File: config.mk
export PLATFORM = sky130hd
export DESIGN_NAME = aha_req_ack_receiver
export DESIGN_NICKNAME = d
export VERILOG_FILES = /design/src/rtl/aha_req_ack_receiver.sv
export SDC_FILE = /design/constraint.sdc
export NUM_CORES = 1
export LEC_CHECK = 0
export ABC_CLOCK_PERIOD_IN_PS = 2420
export CORE_MARGIN = 2
export CORE_UTILIZATION = 52
export DETAILED_ROUTE_END_ITERATION = 10
export PLACE_DENSITY_LB_ADDON = 0.12
export SLEW_MARGIN = 10
export SYNTH_ARGS = -nofsm -noshare
export SYNTH_HDL_FRONTEND = slang
export SYNTH_SLANG_ARGS = --single-unit
export TNS_END_PERCENT = 10
File: constraint.sdc
create_clock -name CLK -period 2.42 [get_ports CLK]
set_input_delay 0.363 -clock CLK [delete_from_list [all_inputs] [get_ports CLK]]
set_output_delay 0.363 -clock CLK [all_outputs]
set_load 0.1 [all_outputs]
File: src/rtl/aha_req_ack_receiver.sv
// Destination-side four-phase REQ/ACK controller: qualify REQ_SYNC, pulse START, await DONE (with timeout), hold ACK until REQ drops.
// Latency: START one cycle after the MIN_HIGH-th high sample; ACK one cycle after DONE/timeout; ACK falls one cycle after REQ low sample.
module aha_req_ack_receiver #(
    parameter int MIN_HIGH       = 2,
    parameter int TIMEOUT_W      = 16,
    parameter int TIMEOUT_CYCLES = 1000
) (
    input  logic CLK,
    input  logic RESETn,
    input  logic REQ_SYNC,
    input  logic DONE,
    input  logic ERR_CLR,
    output logic START,
    output logic ACK,
    output logic BUSY,
    output logic TIMEOUT_ERR
);

    localparam logic [3:0]           MIN_Q  = 4'(MIN_HIGH);
    localparam logic [TIMEOUT_W-1:0] TO_LIM = TIMEOUT_W'(TIMEOUT_CYCLES);
    localparam bit                   TO_EN  = (TIMEOUT_CYCLES != 0);

    typedef enum logic [2:0] {
        IDLE      = 3'd0,
        QUAL      = 3'd1,
        FIRE      = 3'd2,
        WAIT_DONE = 3'd3,
        ACK_HI    = 3'd4
    } state_t;

    state_t               state;
    logic [3:0]           q_cnt;
    logic [TIMEOUT_W-1:0] t_cnt;

    // All outputs are flops updated alongside the state so nothing glitches toward the source domain.
    always_ff @(posedge CLK or negedge RESETn) begin
        if (!RESETn) begin
            state       <= IDLE;
            q_cnt       <= '0;
            t_cnt       <= '0;
            START       <= 1'b0;
            ACK         <= 1'b0;
            BUSY        <= 1'b0;
            TIMEOUT_ERR <= 1'b0;
        end else begin
            START <= 1'b0;
            if (ERR_CLR) begin
                TIMEOUT_ERR <= 1'b0;
            end
            case (state)
                IDLE: begin
                    if (REQ_SYNC) begin
                        if (MIN_HIGH == 1) begin
                            state <= FIRE;
                            q_cnt <= '0;
                            START <= 1'b1;
                            BUSY  <= 1'b1;
                        end else begin
                            state <= QUAL;
                            q_cnt <= 4'd1;
                        end
                    end
                end
                QUAL: begin
                    if (!REQ_SYNC) begin
                        state <= IDLE;
                        q_cnt <= '0;
                    end else if ((q_cnt + 4'd1) == MIN_Q) begin
                        state <= FIRE;
                        q_cnt <= '0;
                        START <= 1'b1;
                        BUSY  <= 1'b1;
                    end else begin
                        q_cnt <= q_cnt + 4'd1;
                    end
                end
                FIRE: begin
                    t_cnt <= '0;
                    if (DONE) begin
                        state <= ACK_HI;
                        ACK   <= 1'b1;
                    end else begin
                        state <= WAIT_DONE;
                    end
                end
                WAIT_DONE: begin
                    // DONE takes priority over an expiring timeout, so the error flag stays clear.
                    if (DONE) begin
                        state <= ACK_HI;
                        ACK   <= 1'b1;
                    end else begin
                        t_cnt <= t_cnt + 1'b1;
                        if (TO_EN && ((t_cnt + 1'b1) == TO_LIM)) begin
                            state       <= ACK_HI;
                            ACK         <= 1'b1;
                            TIMEOUT_ERR <= 1'b1;
                        end
                    end
                end
                ACK_HI: begin
                    if (!REQ_SYNC) begin
                        state <= IDLE;
                        q_cnt <= '0;
                        ACK   <= 1'b0;
                        BUSY  <= 1'b0;
                    end
                end
                default: begin
                    state <= IDLE;
                    q_cnt <= '0;
                    ACK   <= 1'b0;
                    BUSY  <= 1'b0;
                end
            endcase
        end
    end

endmodule

==> reports/results.tsv <==
stage	metric	value	unit
yosys	top_reg_cell synth	dfrtp_1	
grt	initial antenna violation count	0	
setup_path	Critical Path RT	2670	ps
clock_network	post_cts resized	0	
detailed_routing	final wirelength	3720	µm
floorplanning	die area	3690	µm²
pwr	switch share	0.459	
yosys	warning count from the yosys run	0	
setup_path	WP data arrival	2430	ps
clock_network	Post-CTS Setup Bufs	0	
finish	Diodes inserted	0	
yosys	async set or reset register ratio after synthesis	1.00	
yosys	post-synthesis instance total	192	
sta	slew at the pin closest to its max-slew limit	511	ps
pwr	maximum vdd ir drop	0.866	mV
pwr	Sw Pwr	654	µW
clock_network	H-tree depth	1	
yosys	Synth Net Count	201	
clock_network	Hold Buf Count CTS	0	
floorplanning	Horiz. Die Dim	60.8	µm
place	gpl congestion	0.819	
finish	area growth from synthesis to layout	8.81	%
sta	Period Utilization, post-route	0.903	
grt	GRT Total Usage	0.232	
yosys	Seq/Total Area, Yosys	0.403	
grt	vias in the first global route	1465	
sta	Slew Limit Fails	0	
sta	Final setup viols	0	
detailed_routing	TritonRoute pass-1 iters	4	
job	reported max-cap violation count	0	
finish	Filler cells	298	
pwr	Power, Total	1.43	mW
yosys	commonest cells in the netlist	dfrtp_1, o21ai_0, nand2_1	
yosys	synthesized cell area	1680	µm²
sta	setup TNS	0	ps
finish	share of layout cells above drive strength 1	0.116	
pwr	Clock power frac	0.135	
finish	post-layout util	0.598	
clock_network	clk_lat worst skew	320	ps
yosys	Area contributors post-synth	dfrtp_1, o21ai_0, nand2_1	
grt	Overflow after GRT	0	
yosys	Synth Register Bits	27	
clock_network	clock tree sinks	27	
detailed_routing	Vias/cell	6.18	
place	placed insts	239	
place	quantity of I/O buffers inserted on ports	8	
clock_network	CTS tree	done	
pwr	PD cells	782	nW/µm²
yosys	count of cell types in the netlist	46	
sta	final hold vios	0	
detailed_routing	drt drc	0	
setup_path	CP startpoint kind	flop	
floorplanning	# rows	20	
clock_network	Clock Path Buffers	2	
sta	fin crit period	2180	ps
pwr	Flop pwr share	0.452	
detailed_routing	Antenna Nets Post-Route	0	
floorplanning	die height	60.8	µm
floorplanning	io pins	9	
yosys	post-synth top area share	0.403	
setup_path	CP Capture Type	flop	
finish	Non-Filler Instances	243	
clock_network	Root Driver	clkbuf_4	
clock_network	Reg clk slew, reported paths	140	ps
yosys	area leader, netlist	dfrtp_1	
pwr	Comb power frac	0.413	
yosys	Post-synth EDFFs	0	
setup_path	crit-path max FO	9	
detailed_routing	Routed WL per cell	15.3	µm
floorplanning	core area	3050	µm²
sta	normalized max-slew margin	0.658	
pwr	Pleak	0.737	nW
place	Post-DP HPWL	2630	µm
yosys	Mapped Avg Cell Area	8.73	µm²
status	outcome	complete, no violations	
pwr	cell-internal power	771	µW
detailed_routing	DR vias	1502	
finish	Final nets	209	
sta	final setup skew	2.43	ps
worst_hold_path	Hold Crit Class	primary input to asynchronous set/reset pin	
floorplanning	Initial Util	0.549	
sta	unrepaired setup endpoints after global routing	no	
setup_path	Setup CP Type	flop to flop	
detailed_routing	initial DRC count	103	
sta	fmax	458	MHz
setup_path	slack of the worst reg-to-reg path	240	ps
grt	largest net degree at the start of global routing	28	
grt	first-pass GRT wire length	6440	µm
clock_network	TritonCTS Buffers	3	
sequential cells by signal, summed over array words and instances (netlist names):
| name | count |
|---|---|
| t_cnt | 16 |
| q_cnt | 4 |
| state | 3 |
| ACK | 1 |
| BUSY | 1 |
| START | 1 |
| TIMEOUT_ERR | 1 |
metal layers:
metal	track usage	part of all wire	vias to the layer above
li1	-	-	724
met4	0.0714	0.0062	0
met1	0.312	0.46	735
met3	0.0192	0.044	4
met2	0.398	0.49	39
met5	0	0	-
placed cells by master, fill, tap and decap left out, types with 2 or more instances in the layout:
cell              n
nand4_1           4
o21ai_0          27
clkbuf_4          3
dfrtp_2           2
nand2b_1          2
o31ai_1           4
and3_1            2
clkdlybuf4s50_1   4
o41ai_1           2
nor3_1            6
buf_4             7
inv_1             4
xnor2_1           4
nand2_1          22
xor2_1            4
a21oi_1           7
nor4_1            2
nor2_1           17
and3b_1           2
nor4_2            2
o211ai_1          2
a31oi_1           5
dfrtp_1          25
nand3_1           5
and2_1            2
a22o_1            3
ha_1              4
nand3_2           2
a32oi_1           2
nor3_2            3
worst max-delay path: stages (launching register included):
cell,delay (ps)
dfrtp_2,480
ha_1,190
nand4_1,210
nor4_1,370
xor2_1,160
nor3_1,230
nand4_1,220
a31oi_1,250
layout make-up:
cell class	instances	area, µm²	area share
Tap cell	44	55.1	0.0302
Inverter	4	15.0	0.00823
Timing Repair Buffer	11	92.6	0.0508
Sequential cell	27	678	0.372
Clock buffer	4	26.3	0.0144
Multi-Input combinational cell	153	957	0.525
cell families (layout without fill, tap and decap cells):
kind of cell / Yosys count / in the layout / synth area share
compound gates: 62 / 62 / 0.234
xor+xnor: 8 / 8 / 0.0418
fa+ha+maj: 4 / 4 / 0.0299
buf+inv: 12 / 19 / 0.0291
flops: 27 / 27 / 0.403
mux: 1 / 1 / 0.00672
simple gates: 78 / 78 / 0.255
final timing paths:
| path | to | startpoint | cells past startpoint |
|---|---|---|---|
| worst min register to register | t_cnt[15] | t_cnt[15] | 2 |
| worst min-delay path | START | RESETn | 2 |
| min in group CLK | t_cnt[15] | t_cnt[15] | 2 |
| worst max-delay path | ACK | t_cnt[0] | 7 |
| worst max register to register | ACK | t_cnt[0] | 7 |
| max in group asynchronous | t_cnt[0] | RESETn | 2 |
power groups by stage:
stage	clock network (mW)	registers, mW	logic [mW]
floorplan	0	0.731	0.341
global placement	0	0.641	0.556
detailed placement	0	0.651	0.583
CTS	0.198	0.641	0.586
global route	0.220	0.660	0.648
finish	0.193	0.645	0.588
stage by stage:
| step | cell area [µm²] | hold WS, ps | setup WS, ps |
|---|---|---|---|
| after floorplan | 1680 | 67.4 | 366 |
| after global placement | 1790 | 488 | 313 |
| after detailed placement | 1790 | 499 | 207 |
| after CTS | 1820 | 398 | 158 |
| after global routing | 1820 | 422 | 68.1 |
| final | 1820 | 389 | 235 |
Power figures use the tool's default switching activity.
